===== src/rtl/peripheral_subtractor_if.sv =====
// Register-side handshake bundle for the bit-serial subtractor.
interface peripheral_subtractor_if #(
  parameter int WIDTH = 4
);
  logic             start;
  logic [WIDTH-1:0] x;
  logic [WIDTH-1:0] y;
  logic             bin;
  logic [WIDTH-1:0] diff;
  logic             bout;
  logic             ovf;
  logic             busy;
  logic             done;

  // Host side: issues requests, observes results.
  modport master (
    output start, x, y, bin,
    input  diff, bout, ovf, busy, done
  );

  // Subtractor side: accepts requests, produces results.
  modport slave (
    input  start, x, y, bin,
    output diff, bout, ovf, busy, done
  );
endinterface


===== src/rtl/peripheral_subtractor.sv =====
// Bit-serial subtractor: diff = x - y - bin, LSB first, one bit per clock,
// using a single full-subtractor cell and operand/result shift registers.
module peripheral_subtractor #(
  parameter int WIDTH = 4
) (
  input logic                    clk,
  input logic                    rst_n,
  peripheral_subtractor_if.slave bus
);

  localparam int CW = $clog2(WIDTH + 1);

  localparam logic [1:0] IDLE = 2'd0;
  localparam logic [1:0] RUN  = 2'd1;
  localparam logic [1:0] DONE = 2'd2;

  logic [1:0]       state;
  logic [WIDTH-1:0] a;
  logic [WIDTH-1:0] b;
  logic [WIDTH-1:0] sr;
  logic [WIDTH-1:0] sr_next;
  logic [CW-1:0]    cnt;
  logic             br;
  logic             br_next;
  logic             d;
  logic             xs;
  logic             ys;
  logic             last_bit;
  logic [WIDTH-1:0] diff_q;
  logic             bout_q;
  logic             ovf_q;

  // Full-subtractor cell on the current LSBs plus the shifted result word.
  always_comb begin
    // NOTE: every signal written here gets a value on every path, so no latch is inferred.
    d                = a[0] ^ b[0] ^ br;
    br_next          = (~a[0] & b[0]) | (~(a[0] ^ b[0]) & br);
    sr_next          = sr >> 1;
    sr_next[WIDTH-1] = d;
    last_bit         = (cnt == CW'(WIDTH - 1));
  end

  // Control FSM plus operand, borrow, counter and result registers.
  always_ff @(posedge clk or negedge rst_n) begin
    if (!rst_n) begin
      // NOTE: the shift registers are plain flops, not a memory, so they are cleared here too.
      state  <= IDLE;
      a      <= '0;
      b      <= '0;
      sr     <= '0;
      cnt    <= '0;
      br     <= 1'b0;
      xs     <= 1'b0;
      ys     <= 1'b0;
      diff_q <= '0;
      bout_q <= 1'b0;
      ovf_q  <= 1'b0;
    end else begin
      // NOTE: non-blocking assignments so every register sees pre-edge values of the others.
      case (state)
        IDLE: begin
          if (bus.start) begin
            a     <= bus.x;
            b     <= bus.y;
            br    <= bus.bin;
            cnt   <= '0;
            xs    <= bus.x[WIDTH-1];
            ys    <= bus.y[WIDTH-1];
            state <= RUN;
          end
        end
        RUN: begin
          a   <= a >> 1;
          b   <= b >> 1;
          br  <= br_next;
          sr  <= sr_next;
          cnt <= cnt + 1'b1;
          if (last_bit) begin
            // Results are published only here, so they hold between operations.
            diff_q <= sr_next;
            bout_q <= br_next;
            ovf_q  <= (xs != ys) && (sr_next[WIDTH-1] != xs);
            state  <= DONE;
          end
        end
        DONE: begin
          state <= IDLE;
        end
        default: begin
          state <= IDLE;
        end
      endcase
    end
  end

  assign bus.diff = diff_q;
  assign bus.bout = bout_q;
  assign bus.ovf  = ovf_q;
  assign bus.busy = (state != IDLE);
  assign bus.done = (state == DONE);

endmodule

===== src/flat_wrapper.sv =====
// flat-port wrapper written by rule: the top's interface ports become plain ports
module peripheral_subtractor_flat 
#(
  parameter int WIDTH = 4
)
  (clk, rst_n, bus_start, bus_x, bus_y, bus_bin, bus_diff, bus_bout, bus_ovf, bus_busy, bus_done);
  peripheral_subtractor_if #(.WIDTH(WIDTH)) bus_i ();
  input logic clk;
  input logic rst_n;
  input wire logic [$bits(bus_i.start)-1:0] bus_start;
  input wire logic [$bits(bus_i.x)-1:0] bus_x;
  input wire logic [$bits(bus_i.y)-1:0] bus_y;
  input wire logic [$bits(bus_i.bin)-1:0] bus_bin;
  output wire logic [$bits(bus_i.diff)-1:0] bus_diff;
  output wire logic [$bits(bus_i.bout)-1:0] bus_bout;
  output wire logic [$bits(bus_i.ovf)-1:0] bus_ovf;
  output wire logic [$bits(bus_i.busy)-1:0] bus_busy;
  output wire logic [$bits(bus_i.done)-1:0] bus_done;
  assign bus_i.start = bus_start;
  assign bus_i.x = bus_x;
  assign bus_i.y = bus_y;
  assign bus_i.bin = bus_bin;
  assign bus_diff = bus_i.diff;
  assign bus_bout = bus_i.bout;
  assign bus_ovf = bus_i.ovf;
  assign bus_busy = bus_i.busy;
  assign bus_done = bus_i.done;
  peripheral_subtractor #(.WIDTH(WIDTH)) u_core (.clk(clk), .rst_n(rst_n), .bus(bus_i));
endmodule

===== config.mk =====
export PLATFORM = sky130hd
export DESIGN_NAME = peripheral_subtractor_flat
export DESIGN_NICKNAME = d
export VERILOG_FILES = /design/src/rtl/peripheral_subtractor_if.sv /design/src/rtl/peripheral_subtractor.sv /design/src/flat_wrapper.sv
export SDC_FILE = /design/constraint.sdc
export NUM_CORES = 1
export LEC_CHECK = 0
export CAP_MARGIN = 10
export CORE_MARGIN = 2
export CORE_UTILIZATION = 45
export DETAILED_ROUTE_END_ITERATION = 7
export PLACE_DENSITY = 0.76
export SLEW_MARGIN = 20
export SYNTH_ARGS = -nofsm -noshare
export SYNTH_HDL_FRONTEND = slang
export SYNTH_SLANG_ARGS = --single-unit

===== constraint.sdc =====
create_clock -name clk -period 1.31 [get_ports clk]
set_input_delay 0.131 -clock clk [delete_from_list [all_inputs] [get_ports clk]]
set_output_delay 0.131 -clock clk [all_outputs]
set_load 0.05 [all_outputs]

Yosys cells after proc, flatten, opt, wreduce, memory -nomap -nowiden
Index checks and enable logic that the tools add are counted.
W data, S select, Z words.
- multiplexer cells: 11
- add/subtract/negate cells: 1
- equal/unequal tests: 7
- reduce and logical (&&, ||, !) cells: 8
- bitwise logic cells: 7
- operators by type and width (kind ; count):
    $pmux W4 S2 ; 2
    $mux W4 ; 2
    $reduce_and A2 Y1 ; 4
    $pmux W3 S2 ; 1
    $mux W2 ; 2
    $pmux W2 S2 ; 1
    $reduce_bool A2 Y1 ; 2
    $add A3 B1 Y3 const B ; 1
    $eq A3 B2 Y1 const B ; 1
    $mux W3 ; 1
    $and A1 B1 Y1 ; 2
    $eq A2 B1 Y1 const B ; 1
    $eq A2 B2 Y1 const B ; 1
    $logic_not A2 Y1 ; 1
    $ne A1 B1 Y1 ; 2
    $ne A2 B1 Y1 const B ; 1
    $ne A2 B2 Y1 const B ; 1
    $not A1 Y1 ; 2
    $pmux W1 S2 ; 1
    $xor A1 B1 Y1 ; 2
    $logic_and A1 B1 Y1 ; 1
    $mux W1 ; 1
    $or A1 B1 Y1 ; 1
- bits of input ports: 12
- bits in registers: 26

Logic depth before layout (Yosys ltp)
- depth in word-level cells: 5
- depth in mapped cells: 5
- depth with buffers taken out: 5

Worst setup path before layout
Ideal clock, no wire load.
- kind: reg-to-output
- from: register u_core.state[0]
- to: output bus_done
- stages on the path, launching flop included: 3
- data arrival time: 1279 ps
- setup slack: -100 ps
- required time: 1179 ps
- cell sequence: dfrtp_1 buf_4 nor2b_1
- longest elaborated chain between the ends: 1
- ends and longest elaborated chain (element ; line ; RTL):
    start: declaration ; peripheral_subtractor.sv:17 ; logic [1:0] state;
    start signal: assignment ; peripheral_subtractor.sv:47 ; state <= IDLE;
    start signal: assignment ; peripheral_subtractor.sv:69 ; state <= RUN;
    start signal: assignment ; peripheral_subtractor.sv:83 ; state <= DONE;
    $eq A2 B2 Y1 ; peripheral_subtractor.sv:100 ; assign bus.done = (state == DONE);
    end: declaration ; flat_wrapper.sv:18 ; output wire logic [$bits(bus_i.done)-1:0] bus_done;
Every way passes these cells.

Worst setup path in the final report
- from: register u_core.br
- to: register u_core.diff_q[3], in the netlist u_core.bus.diff[3]
- longest elaborated chain between the ends: 1
- ends and longest elaborated chain (element ; line ; RTL):
    start: declaration ; peripheral_subtractor.sv:23 ; logic br;
    start signal: assignment ; peripheral_subtractor.sv:65 ; br <= bus.bin;
    start signal: assignment ; peripheral_subtractor.sv:75 ; br <= br_next;
    $xor A1 B1 Y1 ; peripheral_subtractor.sv:36 ; d = a[0] ^ b[0] ^ br;
    net u_core.d ; peripheral_subtractor.sv:25 ; logic d;
    end signal: assignment ; peripheral_subtractor.sv:80 ; diff_q <= sr_next;
    end: declaration ; peripheral_subtractor.sv:29 ; logic [WIDTH-1:0] diff_q;
The timed path passes the listed nets, and every way through them passes these cells.
A chain may end at the register's enable or synchronous reset.

==> parameters.txt <==
Parameter                              Value

Power and ir drop
  Static power due to leakage ... about 0.79 nW
  Worst supply voltage drop on vdd ... around 0.0016 V
  PnR Total Power ... between 4 and 5 mW
  Power density over the cells ... 2550 nW/um^2

Placed design
  Buffers added on ports ... 19
  DP Wirelength ... 1710 um
  Worst setup timing slack at the placement stage ... -0.0992 ns
  Global placer's final weighted congestion ... between 0.8 and 0.9

Cells and area
  Net count reported at finish ... 160
  Relative area change from synthesis to final layout ... 52.3%
  Commonest non-fill, non-tap cells in the layout ... 23 x sky130_fd_sc_hd__dfrtp_1, 21 x sky130_fd_sc_hd__buf_4, 16 x sky130_fd_sc_hd__nand2_1
  Area taken by flip-flops and latches ... 628 um^2
  Layout fillers ... 161
  Area of the multi-input gates ... 508 um^2
  Diode insertion count for antenna repair ... 0
  Layout cells sized above 1 ... a little under two fifths
  Most frequent standard cell in the layout excluding fill and tap cells ... sky130_fd_sc_hd__dfrtp_1

Setup path
  Critical Path Fanout Max ... 3
  CP Class ... flip-flop to flip-flop
  CP arrival ... between 1.5 and 2 ns
  Data required time of the worst path ... 1.52 ns
  Endpoint kind of the worst setup timing path ... flip-flop
  Kind of start point of the critical path ... flip-flop

Routing
  Detailed Route WL ... 2440 um
  DRC violation count after routing ... 0
  Drt initial violations ... 9
  Routed length per placed instance ... 14.0 um
  Antenna Nets Post-Route ... 0
  Average vias per placed instance ... 5.14
  Count of TritonRoute iterations in the first routing pass ... 4
  Via count ... 895

Yosys
  Number of unique standard cell types used by synthesis ... 20
  Sequential share of the synthesized area ... 56.2%
  Post-synthesis sequential element count ... 25
  Number of cells produced by synthesis ... 100
  Mapped cell area ... 1110 um^2
  Avg Synthesized Cell Area ... 11.1 um^2
  Syn nets ... 115
  Yosys warning total ... 0

Clock tree
  Cts hold-fix bufs ... 0
  Clock tree sinks ... 25
  Root buffer cell ... sky130_fd_sc_hd__clkbuf_4
  Insertion delay to the later sink of the worst-skew pair ... 0.31 ns
  CTS tree ... yes
  H-tree depth reported by CTS ... 1
  Clock buffer depth ... 2
  Clock buffer count from CTS ... 3
  Clock slew at reported path FFs ... about 0.13 ns

Global routing
  Vias in the first global route ... 964
  Number of antenna violations at the first check in global routing ... 0
  Overall routing resource usage ... 19.8%
  Global-route wire length before repair ... between 4000 and 5000 um
  Pin count of the biggest net entering global routing ... 26
  Leftover overflow at the end of global routing ... 0

Die
  Chip Width ... 53.7 um
  Die height ... 53.7 um
  Die Outline Area ... 2890 um^2
  Ports placed on the boundary ... 20
  Core footprint ... 2410 um^2
  Standard-cell row count ... 18
  Initial core utilization ... a little under half

STA
  Worst-case hold slack ... between 0.15 and 0.2 ns
  Worst slew slack as a fraction of its limit ... 79.1%
  FMAX ... approximately 680 MHz
  Min setup slack post-route ... -0.150 ns
  Setup TNS ... -0.338 ns
  Setup violation total in the final timing report ... 7
  Setup repair after global routing missed its margin ... yes
  Endpoints failing hold ... 0
  Clock Skews ... 0.00219 ns
  Count of pins over their slew limit ... 0
  Period minus WS final ... roughly 1.5 ns
  Worst Tran Pin Value ... 0.314 ns
  Final clock period utilization by the worst path ... 111%

Min path
  Class of the worst hold path ... input port to async pin

Run status
  Status ... finished, violations left
  Violations in the final reports ... negative setup slack

Flow run
  # Max-Cap Violations ... 0
==> registers in the layout, indices dropped and copies added, names as in the netlist <==
name / cells
u_core.sr: 3
u_core.cnt: 3
u_core.bus.bout: 1
u_core.state: 2
u_core.xs: 1
u_core.ys: 1
u_core.br: 1
u_core.b: 4
u_core.bus.ovf: 1
u_core.a: 4
u_core.bus.diff: 4
==> worst max-delay path: stages, from the launching register on <==
cell and delay [ns]:
sky130_fd_sc_hd__dfrtp_1 0.39, sky130_fd_sc_hd__inv_2 0.05, sky130_fd_sc_hd__fa_1 0.51, sky130_fd_sc_hd__buf_4 0.16
sky130_fd_sc_hd__mux2_2 0.25
==> through the flow <==
step	instances	cell area [um^2]	util (%)
3_5_place_dp	160	1520	63.2
6_report	174	1690	70.3
3_3_place_gp	160	1520	63.2
5_1_grt	174	1690	70.3
2_1_floorplan	100	1130	-
4_1_cts	168	1620	67.0
==> timing repair <==
item | CTS | global route
resized for setup | 10 | 9
setup buffers | 4 | 6
pin swaps | 3 | 7
setup endpoints to repair | 12 | 16
==> power breakdown <==
| group | switching (mW) | internal, mW |
|---|---|---|
| Combinational | 1.17 | 1.40 |
| Sequential | 0.299 | 1.12 |
| Clock | 0.215 | 0.119 |
==> worst paths after layout <==
check                                    from                  to  slack, ns  cells after the start
worst max register to register      u_core.br  u_core.bus.diff[3]      -0.15                      4
max in group asynchronous               rst_n     u_core.state[1]       0.89                      2
worst max-delay path                u_core.br  u_core.bus.diff[3]      -0.15                      4
worst min-delay path                    rst_n  u_core.bus.diff[0]       0.16                      2
worst min register to register  u_core.cnt[2]       u_core.cnt[2]       0.50                      2
min in group clk                     bus_x[1]         u_core.a[1]       0.43                      3
==> per-layer routing <==
metal  share of wire [%]  wire length, um  global-route usage (%)
met4                 1.4               35                    12.0
met1                  44             1070                    24.9
met2                  53             1280                    31.5
met5                   0                0                       0
met3                 2.0               49                    3.89
==> cells by family after synthesis <==
group	after synthesis	synth area share, %
buf+inv	9	3.94
flops	25	56.2
fa+ha+maj	3	4.05
mux	6	6.07
simple gates	28	12.5
compound gates	29	17.2
==> cell usage after synthesis <==
cell type                   number  share of area (%)
sky130_fd_sc_hd__a21oi_1         5                2.2
sky130_fd_sc_hd__a22o_1          1               0.79
sky130_fd_sc_hd__a22oi_1         6                4.0
sky130_fd_sc_hd__a2bb2oi_1       3                2.4
sky130_fd_sc_hd__a32o_1          2                1.8
sky130_fd_sc_hd__buf_2           2               0.90
sky130_fd_sc_hd__buf_4           2                1.3
sky130_fd_sc_hd__dfrtp_1        25                 56
sky130_fd_sc_hd__fa_1            1                1.8
sky130_fd_sc_hd__ha_1            2                2.2
sky130_fd_sc_hd__inv_1           5                1.7
sky130_fd_sc_hd__mux2_2          6                6.1
sky130_fd_sc_hd__nand2_1        16                5.4
sky130_fd_sc_hd__nand2b_1        1               0.56
sky130_fd_sc_hd__nand3b_2        1                1.0
sky130_fd_sc_hd__nor2_1          1               0.34
sky130_fd_sc_hd__nor2b_1         8                4.5
sky130_fd_sc_hd__nor3b_1         1               0.68
sky130_fd_sc_hd__o21ai_0        11                4.9
sky130_fd_sc_hd__o21bai_2        1                1.0
==> final cells by class <==
class                           count  share of cell area, %
Tap cell                           30                   2.22
Sequential cell                    25                   37.1
Inverter                            5                   1.26
Timing Repair Buffer               44                   27.9
Clock buffer                        4                   1.55
Multi-Input combinational cell     66                   30.0
No activity file was read; power rests on OpenSTA's default activity.
==> patch (config.mk and constraints unchanged) <==
`WIDTH` is set to 4 in 3 places; all go to 2.
--- a/src/rtl/peripheral_subtractor_if.sv
+++ b/src/rtl/peripheral_subtractor_if.sv
@@ -1,6 +1,6 @@
 // Register-side handshake bundle for the bit-serial subtractor.
 interface peripheral_subtractor_if #(
-  parameter int WIDTH = 4
+  parameter int WIDTH = 2
 );
   logic             start;
   logic [WIDTH-1:0] x;
--- a/src/rtl/peripheral_subtractor.sv
+++ b/src/rtl/peripheral_subtractor.sv
@@ -1,7 +1,7 @@
 // Bit-serial subtractor: diff = x - y - bin, LSB first, one bit per clock,
 // using a single full-subtractor cell and operand/result shift registers.
 module peripheral_subtractor #(
-  parameter int WIDTH = 4
+  parameter int WIDTH = 2
 ) (
   input logic                    clk,
   input logic                    rst_n,
--- a/src/flat_wrapper.sv
+++ b/src/flat_wrapper.sv
@@ -1,7 +1,7 @@
 // flat-port wrapper written by rule: the top's interface ports become plain ports
 module peripheral_subtractor_flat 
 #(
-  parameter int WIDTH = 4
+  parameter int WIDTH = 2
 )
   (clk, rst_n, bus_start, bus_x, bus_y, bus_bin, bus_diff, bus_bout, bus_ovf, bus_busy, bus_done);
   peripheral_subtractor_if #(.WIDTH(WIDTH)) bus_i ();
Ports: changed (resized bus_diff, bus_x and bus_y); port bits go from 20 to 14. No check against the original RTL was run, so the function may have changed too.
==> patch against the unedited design <==
  * The run still ends with negative setup slack left
  * Count of clock-buffer cells in the layout unchanged
  * Final area is 32% lower
  * Fmax grew 1.1%
  * Largest cell class unchanged
  * Sequential share of layout area decreased by 2.0 points
  * Synthesized cell count fell by 34%
  * Clock skew increased by 0.0027 ns
  * Highest routed layer unchanged
  * Power decreased by 25%
  * Routed wire length is 28% lower
  * Sequential cell count decreased by 9
  * Setup slack better by 0.016 ns
  * Area after synthesis is 35% lower
  * Worst hold slack worse by 0.013 ns
==> patch: results (changes against the unedited design) <==
outcome: "finished, violations left"  # unchanged
failed_checks: "negative setup slack"  # unchanged
drive_gt1_frac: 0.453  # was 0.375
cts_resized: 9  # was 10
vias: 603  # was 895
cp_max_fo: 4  # was 3
clk_pin_slew_worst_paths_ns: 0.09  # was 0.13 ns
pg_seq_uw: 951  # was 1.41 mW
worst_path_max_delay_cell: "fa_2"  # was fa_1
wire_per_inst_um: 15.7  # was 14.0 um
ys_seq_area_frac: 0.552  # was 0.562
fillerInstances: 99  # was 161
grt_first_pass_wirelength_mm: 2.79  # was 4.04 mm
place_hpwl_mm: 1.04  # was 1.71 mm
finClkSkew_ns: 0.00494  # was 0.00219 ns
grt_util_met1: 0.233  # was 0.249
met2_length_um: 921  # was 1.28 mm
drt_iter0_drc: 11  # was 9
fin_ws_ns: -0.134  # was -0.150 ns
syn_inst: 66  # was 100
first_global_vias: 606  # was 964
nets: 106  # was 160
met3_usage: 0.0612  # was 0.0389
grt_usage: 0.212  # was 0.198
use_met2: 0.362  # was 0.315
worstMarginPinSlew_ns: 0.214  # was 0.314 ns
synth_common_cells: "dfrtp_1 (16), a21oi_1 (7), nand2_1 (6), o21ai_0 (6)"  # was dfrtp_1 (25), nand2_1 (16), o21ai_0 (11)
ys_top_cells_by_area: "dfrtp_1 (55%), mux2_2 (7.8%), a21oi_1 (4.8%)"  # was dfrtp_1 (56%), mux2_2 (6.1%), nand2_1 (5.4%)
wl_met1_um: 717  # was 1.07 mm
intPower_mw: 1.97  # was 2.63 mW
r2r_end: "u_core.bus.ovf"  # was u_core.bus.diff[3]
comb_power_mw: 1.96  # was 2.57 mW
antenna_cells: 0  # unchanged
dp.cells: 101  # was 160
slowest_delay_ns: 0.61  # was 0.51 ns
yosysWarnings: 0  # unchanged
setup_viol: 7  # unchanged
vias_per_cell: 5.43  # was 5.14
dr.pass1.iters: 4  # unchanged
p_leak_nw: 0.523  # was 0.791 nW
reg2regPathDepth: 5  # was 4
synthesis.nets: 76  # was 115
io_buffer_count: 13  # was 19
dr_wl_met3_um: 56  # was 49 um
peakVddDrop_mv: 1.36  # was 1.58 mV
synth_cell_types: 19  # was 20
grt_max_degree: 17  # was 26
gp_congestion: 0.749  # was 0.819
==> patch: cell count changes after synthesis, sizes merged, moves of 3 or more <==
cell     delta
o21ai       -5
nand2      -10
a22oi       -6
dfrtp       -9
a2bb2oi     -3
nor2b       -3
==> patch: cells by family (layout without fill, tap and decap cells) <==
kind of cell             after synthesis  count (layout)  share of synthesized area
flip-flops                            16              16                      0.552
multiplexers                           5               5                     0.0776
AO/OA/AOI/OAI                         17              17                      0.129
AND/OR/NAND/NOR                       19              19                      0.157
adder cells (fa/ha/maj)                2               2                     0.0448
buffers and inverters                  7              36                     0.0397
==> patch: through the flow <==
stage               instance area, um2  setup TNS (ns)  setup WS (ns)  hold WS [ns]  power (mW)
detailed placement                 976          -0.231        -0.0814         0.470        2.40
global route                      1140          -0.755         -0.177         0.164        3.41
floorplan                          728         -0.0133        -0.0133        -0.165        1.78
CTS                               1090          -0.390        -0.0992         0.140        3.01
global placement                   976          -0.159        -0.0629         0.467        2.36
finish                            1140          -0.418         -0.134         0.150        3.25
==> patch: cell type report <==
cell class / count / area [um2] / area share
inverter: 5 / 18.8 / 0.0164
clock buffer: 4 / 36.3 / 0.0317
tap: 16 / 20.0 / 0.0175
sequential: 16 / 402 / 0.351
multi-input combinational: 43 / 350 / 0.306
timing repair buffer: 27 / 318 / 0.278
==> patch: worst max path at each step <==
stage,start,endpoint,slack [ns],cells past startpoint
floorplan,u_core.a[0],u_core.bus.ovf,-0.01,4
global placement,bus_start,u_core.xs,-0.06,4
detailed placement,bus_start,u_core.ys,-0.08,4
CTS,u_core.a[0],u_core.bus.ovf,-0.1,4
global route,u_core.br,u_core.bus.ovf,-0.18,5
finish,u_core.br,u_core.bus.ovf,-0.13,5
